<file path="src/rtl/venom_shot_ctrl.sv">
// venom_shot_ctrl
//   Fire-key edge detector, single projectile mover and magazine reload timer.
//   A fresh press of the fire key launches a shot from the snake head in the
//   snake's current direction; the shot moves SPEED pixels per frame tick until
//   it leaves the playfield. When the magazine is empty (venomCount == 3) a
//   frame-tick timer runs and then requests a reload until the counter refills.
//
//   Build option: define VENOM_WRAP_EN to make shots wrap around the playfield
//   edges and despawn after LIFETIME_FRAMES frame ticks instead.
//
// Ports
//   Clk          in   1   clock
//   Reset        in   1   asynchronous, active-high
//   frame_tick   in   1   one-Clk pulse per video frame
//   keycode      in  16   two concurrent key bytes
//   fireKeycode  in   8   fire key; 0x00 disables firing
//   venomCount   in   2   shots used (3 = empty)
//   snakeX/Y     in  10   snake head position
//   snakeDir     in   2   00 up, 01 down, 10 left, 11 right
//   venomActive  out  1   projectile on screen
//   venomX/Y     out 10   projectile position
//   reload       out  1   reload request to the venom counter
//   reloadBusy   out  1   reload timer running
module venom_shot_ctrl #(
  parameter int SCREEN_W        = 640,
  parameter int SCREEN_H        = 480,
  parameter int SPEED           = 4,
  parameter int RELOAD_FRAMES   = 120,
  parameter int LIFETIME_FRAMES = 200
) (
  input  logic        Clk,
  input  logic        Reset,
  input  logic        frame_tick,
  input  logic [15:0] keycode,
  input  logic [7:0]  fireKeycode,
  input  logic [1:0]  venomCount,
  input  logic [9:0]  snakeX,
  input  logic [9:0]  snakeY,
  input  logic [1:0]  snakeDir,
  output logic        venomActive,
  output logic [9:0]  venomX,
  output logic [9:0]  venomY,
  output logic        reload,
  output logic        reloadBusy
);

  localparam int RW = $clog2(RELOAD_FRAMES + 1);
  localparam logic signed [10:0] SPD  = 11'(SPEED);
  localparam logic signed [10:0] XLIM = 11'(SCREEN_W);
  localparam logic signed [10:0] YLIM = 11'(SCREEN_H);

  typedef enum logic {P_IDLE, P_FLY} p_state_t;
  typedef enum logic [1:0] {R_IDLE, R_COUNT, R_ACK} r_state_t;

  // True when a candidate coordinate lies inside [0, lim-1].
  function automatic logic f_in_range(input logic signed [10:0] v,
                                      input logic signed [10:0] lim);
    return (v >= 11'sd0) && (v < lim);
  endfunction

`ifdef VENOM_WRAP_EN
  // A single SPEED step can overshoot by less than one screen, so one
  // correction brings the coordinate back into [0, lim-1].
  function automatic logic [9:0] f_wrap(input logic signed [10:0] v,
                                        input logic signed [10:0] lim);
    logic signed [10:0] t;
    t = v;
    if (v < 11'sd0)
      t = v + lim;
    else if (v >= lim)
      t = v - lim;
    return t[9:0];
  endfunction
`endif

  p_state_t r_pstate, w_pstate_nxt;
  r_state_t r_rstate, w_rstate_nxt;

  logic          r_fire_prev;
  logic [9:0]    r_x, r_y;
  logic [1:0]    r_dir;
  logic [RW-1:0] r_rcnt;

  logic w_fire_hit, w_press, w_launch, w_empty, w_move;
  logic signed [10:0] w_nx, w_ny;

  // Fire detection: a zero fire key must never match an idle keycode byte.
  assign w_fire_hit = (fireKeycode != 8'h00) &&
                      ((keycode[15:8] == fireKeycode) || (keycode[7:0] == fireKeycode));
  assign w_press    = w_fire_hit & ~r_fire_prev;
  assign w_empty    = (venomCount == 2'd3);
  assign w_launch   = w_press & ~w_empty;
  // Launch has priority over movement in the same cycle.
  assign w_move     = (r_pstate == P_FLY) & frame_tick & ~w_launch;

  always_ff @(posedge Clk or posedge Reset) begin
    if (Reset) r_fire_prev <= 1'b0;
    else       r_fire_prev <= w_fire_hit;
  end

  // Candidate next position, signed 11 bits so underflow is visible.
  always_comb begin
    w_nx = signed'({1'b0, r_x});
    w_ny = signed'({1'b0, r_y});
    case (r_dir)
      2'b00:   w_ny = signed'({1'b0, r_y}) - SPD;
      2'b01:   w_ny = signed'({1'b0, r_y}) + SPD;
      2'b10:   w_nx = signed'({1'b0, r_x}) - SPD;
      default: w_nx = signed'({1'b0, r_x}) + SPD;
    endcase
  end

`ifdef VENOM_WRAP_EN
  localparam int LW = $clog2(LIFETIME_FRAMES + 1);
  logic [LW-1:0] r_life;
  logic          w_despawn;

  assign w_despawn = w_move & (r_life == LW'(LIFETIME_FRAMES - 1));

  always_ff @(posedge Clk or posedge Reset) begin
    if (Reset)         r_life <= '0;
    else if (w_launch) r_life <= '0;
    else if (w_move)   r_life <= r_life + LW'(1);
  end
`else
  logic w_despawn;
  assign w_despawn = w_move & ~(f_in_range(w_nx, XLIM) & f_in_range(w_ny, YLIM));
`endif

  // Projectile position and latched direction.
  always_ff @(posedge Clk or posedge Reset) begin
    if (Reset) begin
      r_x   <= '0;
      r_y   <= '0;
      r_dir <= 2'b00;
    end else if (w_launch) begin
      r_x   <= snakeX;
      r_y   <= snakeY;
      r_dir <= snakeDir;
    end else if (w_move && !w_despawn) begin
`ifdef VENOM_WRAP_EN
      r_x <= f_wrap(w_nx, XLIM);
      r_y <= f_wrap(w_ny, YLIM);
`else
      r_x <= w_nx[9:0];
      r_y <= w_ny[9:0];
`endif
    end
  end

  // Projectile FSM: state register
  always_ff @(posedge Clk or posedge Reset) begin
    if (Reset) r_pstate <= P_IDLE;
    else       r_pstate <= w_pstate_nxt;
  end

  // Projectile FSM: next state
  always_comb begin
    w_pstate_nxt = r_pstate;
    case (r_pstate)
      P_IDLE:  if (w_launch) w_pstate_nxt = P_FLY;
      default: begin
        if (w_launch)       w_pstate_nxt = P_FLY;
        else if (w_despawn) w_pstate_nxt = P_IDLE;
      end
    endcase
  end

  // Projectile FSM: outputs
  always_comb begin
    venomActive = (r_pstate == P_FLY);
    venomX      = r_x;
    venomY      = r_y;
  end

  // Reload frame counter; cleared whenever the timer is not running.
  always_ff @(posedge Clk or posedge Reset) begin
    if (Reset)                                r_rcnt <= '0;
    else if (r_rstate != R_COUNT)             r_rcnt <= '0;
    else if (frame_tick)                      r_rcnt <= r_rcnt + RW'(1);
  end

  // Reload FSM: state register
  always_ff @(posedge Clk or posedge Reset) begin
    if (Reset) r_rstate <= R_IDLE;
    else       r_rstate <= w_rstate_nxt;
  end

  // Reload FSM: next state
  always_comb begin
    w_rstate_nxt = r_rstate;
    case (r_rstate)
      R_IDLE:  if (w_empty) w_rstate_nxt = R_COUNT;
      R_COUNT: begin
        // Magazine refilled by other means: abort without a request.
        if (!w_empty)
          w_rstate_nxt = R_IDLE;
        else if (frame_tick && r_rcnt == RW'(RELOAD_FRAMES - 1))
          w_rstate_nxt = R_ACK;
      end
      R_ACK:   if (!w_empty) w_rstate_nxt = R_IDLE;
      default: w_rstate_nxt = R_IDLE;
    endcase
  end

  // Reload FSM: outputs
  always_comb begin
    reload     = (r_rstate == R_ACK);
    reloadBusy = (r_rstate == R_COUNT);
  end

endmodule

</file>
<file path="config.mk">
export PLATFORM = sky130hd
export DESIGN_NAME = venom_shot_ctrl
export DESIGN_NICKNAME = d
export VERILOG_FILES = /design/src/rtl/venom_shot_ctrl.sv
export SDC_FILE = /design/constraint.sdc
export NUM_CORES = 1
export LEC_CHECK = 0
export ABC_CLOCK_PERIOD_IN_PS = 4440
export BUFFER_PORTS_ARGS = -buffer_cell sky130_fd_sc_hd__buf_2
export CORE_MARGIN = 2
export CORE_UTILIZATION = 53
export CTS_CLUSTER_DIAMETER = 120
export DETAILED_ROUTE_END_ITERATION = 16
export HOLD_SLACK_MARGIN = 0.06
export PLACE_DENSITY = 0.86
export SKIP_LAST_GASP = 1
export SLEW_MARGIN = 20
export SYNTH_ARGS = -nofsm -noshare
export SYNTH_HDL_FRONTEND = slang
export SYNTH_SLANG_ARGS = --single-unit
</file>
<file path="constraint.sdc">
create_clock -name Clk -period 4.44 [get_ports Clk]
set_clock_uncertainty 0.15 [all_clocks]
set_input_delay 0.444 -clock Clk [delete_from_list [all_inputs] [get_ports Clk]]
set_output_delay 0.444 -clock Clk [all_outputs]
set_load 0.05 [all_outputs]
</file>
; ---- Word level (Yosys, flattened, before mapping)
; Cells that the tools add are included.
[totals]
output_inout_bits = 23
wordCells = 69
in_bits = 51
regBits = 33
[classes]
n_lt_le_gt_ge = 4
reduce_logical = 14
add_sub_neg = 5
eq_ne = 12
mux = 17
bitwise = 10
[ops]
columns = op, count
row1 = case mux 11 bit (2 select lines), 2
row2 = two-way mux 10 bit, 4
row3 = adder 10 x 3 -> 11 bit (second input constant), 2
row4 = >= comparator 11 x 1 -> 1 bit (second input constant), 2
row5 = subtractor 10 x 3 -> 11 bit (second input constant), 2
row6 = == test 8 bit, 2
row7 = two-way mux 7 bit, 2
row8 = < comparator 11 x 10 -> 1 bit (second input constant), 1
row9 = < comparator 11 bit (second input constant), 1
row10 = two-way mux 2 bit, 4
row11 = nonzero test 8 bit, 1
row12 = adder 7 x 1 -> 7 bit (second input constant), 1
row13 = == test 7 bit (second input constant), 1
row14 = AND 1 bit, 6
row15 = == test 2 bit (second input constant), 3
row16 = case mux 2 bit (3 select lines), 1
row17 = logical AND 1 bit, 5
row18 = == test 2 x 1 -> 1 bit (second input constant), 2
row19 = zero test 2 bit, 2
row20 = two-way mux 1 bit, 4
row21 = != test 2 bit (second input constant), 2
row22 = NOT 1 bit, 4
row23 = nonzero test 2 bit, 2
row24 = != test 3 x 2 -> 1 bit (second input constant), 1
row25 = 5 further kinds, 5

; ---- Depth between registers and ports, before layout
; Gate-level depths: netlist of the first run.
[logic_depth]
ltp_word = 12
mapped_depth = 13
ltp_nobuf = 10

; ---- Least setup slack after synthesis of the first run
; No wires, ideal clock.
[synth_timing]
kind = register -> register
startpoint = reg r_x[2], in the netlist venomX[2]
endpoint = reg r_y[5], in the netlist venomY[5]
period_less_slack_ps = 3191
n_path_buf = 1
arrival_ps = 2918
path_slack_ps = 1249
stages_incl_launch_ff = 11
setup_ps = 123
path_cell_list = dfrtp_1 inv_1 fa_1 nand2b_1 a21oi_1 o211ai_1 a211oi_1 nor3_2 buf_2 or4_1 o221a_2
[synth_between]
elab_chain_cells = 10
word_cells_on_any_way = 12
cone_classes = add/sub: 2 / order compare: 2 / mux: 1 / bitwise: 3 / reduce/logical: 4
[synth_rtl]
columns = element, line
row1 = "start, declared", 80  ; logic [9:0] r_x, r_y;
row2 = "start signal, assigned", 137  ; r_x <= snakeX;
row3 = "start signal, assigned", 145  ; r_x <= w_nx[9:0];
row4 = adder 10 x 3 -> 11 bit / subtractor 10 x 3 -> 11 bit (equally long branches), "109, 108"
row5 = case mux 11 bit (2 select lines) (*), 105  ; case (r_dir)
row6 = >= comparator 11 x 1 -> 1 bit / < comparator 11 bit (equally long branches), 58  ; return (v >= 11'sd0) && (v < lim);
row7 = logical AND 1 bit (*), 58
row8 = AND 1 bit (*), 127  ; assign w_despawn = w_move & ~(f_in_range(w_nx, XLIM) & f_in_range(w_ny, YLIM));
row9 = NOT 1 bit (*), 127
row10 = AND 1 bit (*), 127
row11 = zero test 1 bit (*), 140  ; end else if (w_move && !w_despawn) begin
row12 = logical AND 1 bit (*), 140
row13 = nonzero test 2 bit (no line) (*), -
row14 = "end signal, assigned", 138  ; r_y <= snakeY;
row15 = "end signal, assigned", 146  ; r_y <= w_ny[9:0];
row16 = "end, declared", 80
; Every way passes the cells marked *; elsewhere a longest branch is shown, timed or not.
; A chain may end at the register's enable or synchronous reset.

; ---- Final worst setup path of the first run
[layout_timing]
startpoint = reg r_dir[1]
endpoint = reg r_x[9], in the netlist venomX[9]
[layout_between]
elab_chain_cells = 11
word_cells_on_any_way = 20
cone_classes = order compare: 4 / eq/ne: 2 / mux: 4 / bitwise: 3 / reduce/logical: 7
[layout_rtl]
columns = element, line
row1 = "start, declared", 81  ; logic [1:0] r_dir;
row2 = "start signal, assigned", 139  ; r_dir <= snakeDir;
row3 = == test 2 x 1 -> 1 bit / zero test 2 bit (equally long branches), 105
row4 = OR reduction 2 bit (no line), -
row5 = case mux 11 bit (2 select lines), 105
row6 = >= comparator 11 x 1 -> 1 bit / < comparator 11 bit (equally long branches), 58
row7 = logical AND 1 bit, 58
row8 = AND 1 bit, 127
row9 = NOT 1 bit, 127
row10 = AND 1 bit, 127
row11 = zero test 1 bit, 140
row12 = logical AND 1 bit, 140
row13 = nonzero test 2 bit (no line), -
; Several ways; a longest one is shown, not always the timed one. The select of a mux whose other input is x is not followed.

==> results.cfg, run 1 <==
[synth]
ys_async_sr_fraction_pct = 100.0
syn_area_per_cell_sq_um = 8.754
ys_types = 59
synth_edf_count = 0
synth_top_area_share_pct = 30.43
synth_area_leader_cell = dfrtp_1
ys_seq_elements = 33
synth_warnings = 0
ys_seq_area_share_pct = 30.43
synth_area_leaders = dfrtp_1 (30%), ha_1 (6.9%), xnor2_1 (6.1%)
syn_nets = 378
netlist_area_sq_um = 2714
ys.flop_type = dfrtp_1
synthCells = 310

[clock_tree]
clk_pin_slew_ns = 0.07
clock_path_buffers = 2
post_cts.repair.setup_buffers = 0
insertion_delay_ns = 0.28
cts_made_buffers = 5
cts_hold_buf = 0
clock-root-buffer = clkbuf_8
htree_num_levels = 2
cts_resized = 0
cts_tree = done
cts.sinks = 33

[placed_design]
gp_congestion = 0.9101
dp_hpwl_microns = 5380
place_area_sq_um = 3117
port_buffers = 73

[timing]
hold_viol_final = 0
worst_pin_slew_ns = 0.8044
fmax_mhz = 273.8
fin_hold_ws_ns = 0.08246
slew_headroom_pct = 46.25
period_share_pct = 82.27
finalSetupViolations = 0
fin_crit_ns = 3.653
fin_tns_setup_ns = 0
drv_slew = 0
rsz0062_at_grt = false

[pwr]
pwr-share-comb_pct = 69.5
swShare_pct = 54.07
worst_ir_drop_vdd_mv = 0.3349
seqPwrFrac_pct = 20.6
power.switching_w = 0.001244
p_int_w = 0.001056
power_density_nw_per_um2 = 716.6
power.total_w = 0.002300
pwr-share-clk_pct = 9.9
p_leak_nw = 1.506

[die]
die_area_sq_um = 5709
die_height_microns = 75.56
fp.dieW_microns = 75.56
fp-row-count = 26
core_area_sq_um = 5010
initial_core_util_pct = 54.17
num_io_pins = 74

[worst_setup_path]
rrSetupSlack_ns = 0.79
worst_setup_path_start_kind = flip-flop
regToRegEndpoint = venomX[9]
end_kind = flip-flop
required_ns = 4.46
critical_path_class = flip-flop to flip-flop
cp.arrival_ns = 3.67
cp_max_fo = 20
reg2reg_from = r_dir[1]
worst-r2r-cell-count = 10

[finish]
drive_above_1_share_pct = 24.80
finalInstanceArea_sq_um = 3209
fillers = 449
final_util_pct = 64.06
final_cell_mix = buf_2 (73), nand2_1 (33), dfrtp_1 (33), nor2_1 (21), xnor2_1 (19)
diodes = 0
nNetsFinal = 447
areaGrowthSynthToFinish_pct = 18.26
mostFrequentLayoutCell = buf_2

[detailed_routing]
vias = 2757
drt-wirelength-per-cell_microns = 15.87
drt_first_pass_iters = 4
viasPerCell = 6.140
drc = 0
wirelength_microns = 7125
drt_iter0_markers = 271
ant_nets = 0

[global_route]
grt_pass1_vias = 2612
grtUsageTotal_pct = 26.17
grt_overflow_total = 0
grt_first_pass_wirelength_microns = 11560
grt_antenna_before_repair = 0
grt_max_degree = 34

[job]
drv_cap = 0

[worst_hold_path]
hp-class = input pin to async pin

[run_status]
status = complete, no violations
[through the flow]
step,setup slack [ns],instances
2_1_floorplan,1.249,310
5_1_grt,0.6417,449
3_5_place_dp,0.6444,442
3_3_place_gp,0.7188,442
4_1_cts,0.5363,449
6_report,0.7872,449
[worst max-delay path by stage]
stage	cells after the start	from	slack, ns	endpoint
2_1_floorplan	10	venomX[2]	1.25	venomY[5]
3_3_place_gp	10	r_dir[1]	0.72	venomY[6]
3_5_place_dp	10	r_dir[1]	0.64	venomY[5]
4_1_cts	10	r_dir[1]	0.54	venomX[9]
5_1_grt	10	r_dir[1]	0.64	venomY[5]
6_report	10	r_dir[1]	0.79	venomX[9]
[power groups by stage]
stage | clock (W) | combinational [W] | sequential [W]
CTS | 0.000232 | 0.00157 | 0.000470
global route | 0.000245 | 0.00173 | 0.000483
floorplan | 0 | 0.00103 | 0.000695
detailed placement | 0 | 0.00156 | 0.000476
global placement | 0 | 0.00152 | 0.000474
finish | 0.000227 | 0.00160 | 0.000474
[cell families after synthesis]
kind of cell | synth area share [%]
and+or+nand+nor | 23.56
AOI/OAI and AO/OA | 24.39
DFF | 30.43
xor gates and xnor gates | 8.068
buffers and inverters | 4.057
adders and majority gates | 8.391
muxes | 1.107
[state kept, by name, summed over array words and instances (netlist names)]
signal and count:
venomX 10, venomY 10, r_rcnt 7, r_dir 2
r_rstate 2, r_fire_prev 1, venomActive 1
[per-layer routing]
layer | global-route usage, % | part of all wire, % | routed length (microns)
met1 | 33.72 | 42 | 3007
met2 | 44.83 | 50 | 3538
met3 | 5.291 | 6.9 | 489
met4 | 7.212 | 1.3 | 90
met5 | 0 | 0 | 0
[critical path, stage by stage, from the launching register on]
cell      delay (ns)
dfrtp_1         0.35
clkinv_1        0.21
nand2_1         0.33
ha_1            0.38
a211o_1         0.36
a211oi_1        0.26
a311o_1         0.18
mux2i_1         0.14
nor3_4          0.66
o41ai_4         0.21
o221a_2         0.30
[cell type report]
type / instances / area (sq um) / area share (%)
multi-input combinational: 252 / 1784 / 55.59
timing repair buffer: 75 / 380.4 / 11.85
clock buffer: 7 / 86.33 / 2.690
tap: 70 / 87.58 / 2.729
inverter: 12 / 45.04 / 1.404
sequential: 33 / 825.8 / 25.73
[cells in the mapped netlist (all sizes together) (4+ instances only)]
cell	n
dfrtp	33
nand2	33
nor2	21
xnor2	19
ha	15
a21oi	14
o21ai	12
inv	11
nand4	11
or4	8
clkbuf	7
nand2b	7
nor3	7
a31oi	6
buf	6
nand3	6
nor2b	6
o31ai	6
or3	6
xor2	6
a211oi	5
a21o	5
nor3b	5
o211ai	5
o221a	5
and3	4
o41ai	4
Power figures use the tool's default switching activity.
==> run 2: changes to the inputs <==
--- a/config.mk
+++ b/config.mk
@@ -5,14 +5,14 @@
 export SDC_FILE = /design/constraint.sdc
 export NUM_CORES = 1
 export LEC_CHECK = 0
-export ABC_CLOCK_PERIOD_IN_PS = 4440
+export ABC_CLOCK_PERIOD_IN_PS = 3100
 export BUFFER_PORTS_ARGS = -buffer_cell sky130_fd_sc_hd__buf_2
 export CORE_MARGIN = 2
-export CORE_UTILIZATION = 53
+export CORE_UTILIZATION = 48
 export CTS_CLUSTER_DIAMETER = 120
 export DETAILED_ROUTE_END_ITERATION = 16
 export HOLD_SLACK_MARGIN = 0.06
-export PLACE_DENSITY = 0.86
+export PLACE_DENSITY = 0.82
 export SKIP_LAST_GASP = 1
 export SLEW_MARGIN = 20
 export SYNTH_ARGS = -nofsm -noshare
==> constraint.sdc (replaced) <==
create_clock -name Clk -period 3.1 [get_ports Clk]
set_clock_uncertainty 0.15 [all_clocks]
set_input_delay 0.31 -clock Clk [delete_from_list [all_inputs] [get_ports Clk]]
set_output_delay 0.31 -clock Clk [all_outputs]
set_load 0.05 [all_outputs]
==> run 2 against run 1 <==
  * Final area increased by 20%
  * Utilization increased by 6.4 points
  * Critical path depth unchanged
  * The run now ends with negative setup slack left
==> results.cfg, run 2 (synthesis results as in run 1) <==
[global_route]
grt_max_degree = 20
grt_first_pass_wirelength_microns = 13230
use_met3_pct = 5.795
use_met2_pct = 45.25
grt_overflow_total = 0
grtUsageTotal_pct = 26.62
grt_antenna_before_repair = 0
gr-max-usage-layer = met2
grt_pass1_vias = 2855
grtUsageMet1_pct = 32.18

[timing]
setup_slack_ns = -0.05949
hold_viol_final = 0
fmax_mhz = 316.5
period_share_pct = 101.9
slew_headroom_pct = 62.33
finalSetupViolations = 2
fin_crit_ns = 3.159
worst_pin_slew_ns = 0.5650
fin_hold_ws_ns = 0.06769
drv_slew = 0
rsz0062_at_grt = true

[placed_design]
dp_hpwl_microns = 6028
placed_cells = 473
place_area_sq_um = 3352
gp_congestion = 1.042
port_buffers = 73
pre_cts_ws_ns = -0.1342

[worst_setup_path]
worst_setup_path_start_kind = flip-flop
rrSetupSlack_ns = -0.06
cp_max_fo = 7
max_stage_delay_ns = 0.53
worst-r2r-cell-count = 10
path_cells = clkinv_2, nand2_4, fa_2, a211o_1, a211oi_2, a311o_1, mux2i_2, or3_1, a41oi_1, o21ai_0
cp.arrival_ns = 3.17
critical_path_class = flip-flop to flip-flop
reg2reg_from = r_dir[1]
crit_slowest_cell = or3_1
startpoint = r_dir[1]
regToRegEndpoint = venomX[8]
required_ns = 3.11
end_kind = flip-flop
setup.worst_path.end = venomX[8]

[pwr]
swShare_pct = 51.66
power_density_nw_per_um2 = 1173
p_leak_nw = 1.774
worst_ir_drop_vdd_mv = 0.6438
p_int_w = 0.002186
power.switching_w = 0.002337
pwr-share-comb_pct = 77.1
seqPwrFrac_pct = 15.7
pwr-share-clk_pct = 7.3

[detailed_routing]
viasPerCell = 6.304
drt_first_pass_iters = 6
vias = 3114
drt_iter0_markers = 442
wirelength_microns = 9153
drc = 0
drt-wirelength-per-cell_microns = 18.53
ant_nets = 0

[run_status]
status = complete, but fails checks
violations = negative setup slack

[die]
initial_core_util_pct = 49.59
num_io_pins = 74
die_height_microns = 79.19
core_area_sq_um = 5473
fp-row-count = 27
fp.dieW_microns = 79.19
die_area_sq_um = 6271

[finish]
nNetsFinal = 489
instances_no_fill = 494
final_util_pct = 70.46
diodes = 0
drive_above_1_share_pct = 41.71
finalInstanceArea_sq_um = 3856
mostFrequentLayoutCell = buf_2
fillers = 431
areaGrowthSynthToFinish_pct = 42.09
final_cell_mix = buf_2 (73), buf_4 (40), nand2_1 (32), dfrtp_1 (31), nor2_1 (20)

[job]
drv_cap = 0

[clock_tree]
cts.sinks = 33
cts_tree = done
clock_path_buffers = 2
clock-root-buffer = clkbuf_8
htree_num_levels = 2
cts_made_buffers = 5
insertion_delay_ns = 0.29
clk_pin_slew_ns = 0.07

[worst_hold_path]
hp-class = input pin to flip-flop
[run 2: changes by cell type in the layout (fill, tap and decap cells not counted), sizes merged]
cell	previous run	this run
buf	75	116
clkbuf	7	6
clkinv	1	3
dlygate4sd3	0	1
[run 2: how the worst min path moves through the flow]
stage | to | start | cells past startpoint | slack, ns
after floorplan | r_rstate[0] | r_rstate[1] | 1 | 0.27
after global routing | venomX[0] | snakeX[0] | 3 | 0.08
after CTS | venomY[1] | snakeY[1] | 3 | 0.07
after detailed placement | venomX[1] | Reset | 2 | 0.17
after global placement | venomX[1] | Reset | 2 | 0.16
final | venomY[1] | snakeY[1] | 3 | 0.07
[run 2: through the flow]
stage,setup TNS [ns],power (W)
finish,-0.06189,0.004523
global route,-0.7003,0.004737
floorplan,0,0.002482
global placement,-0.2106,0.003232
detailed placement,-0.6627,0.003309
CTS,0,0.003779
[run 2: timing repair]
action	in CTS	in global routing
setup buffers	4	8
hold endpoints to repair	9	0
hold buffers	1	0
pin swaps	9	22
gates resized for setup	16	44
setup endpoints to repair	14	17
[run 2: final cells by class]
class / count / area (sq um) / area share (%)
clock inverters: 2 / 10.01 / 0.2596
inverters: 12 / 51.30 / 1.330
repair buffers: 117 / 718.2 / 18.62
flip-flops and latches: 33 / 828.3 / 21.48
clock buffers: 6 / 72.57 / 1.882
multi-input cells: 252 / 2086 / 54.09
well taps: 72 / 90.09 / 2.336
[run 2: metal layers]
layer	share of wire (%)	wire, microns	up-vias
li1	-	-	1390
met1	39	3538	1477
met2	49	4446	190
met3	8.3	759	57
met4	4.5	409	0
met5	0	0	-
[run 2: worst max-delay path, delay by kind of cell (launching register included)]
family	cells	cell delay (ns)
compound gates	5	1.24
flops	1	0.42
buf+inv	1	0.08
simple gates	2	0.62
mux	1	0.10
fa+ha+maj	1	0.41
[run 2: power groups by stage]
stage / clock, W / combinational [W] / sequential (W)
floorplan: 0 / 0.00148 / 0.000998
global placement: 0 / 0.00257 / 0.000665
detailed placement: 0 / 0.00264 / 0.000671
CTS: 0.000322 / 0.00279 / 0.000669
global route: 0.000346 / 0.00367 / 0.000719
finish: 0.000328 / 0.00349 / 0.000708
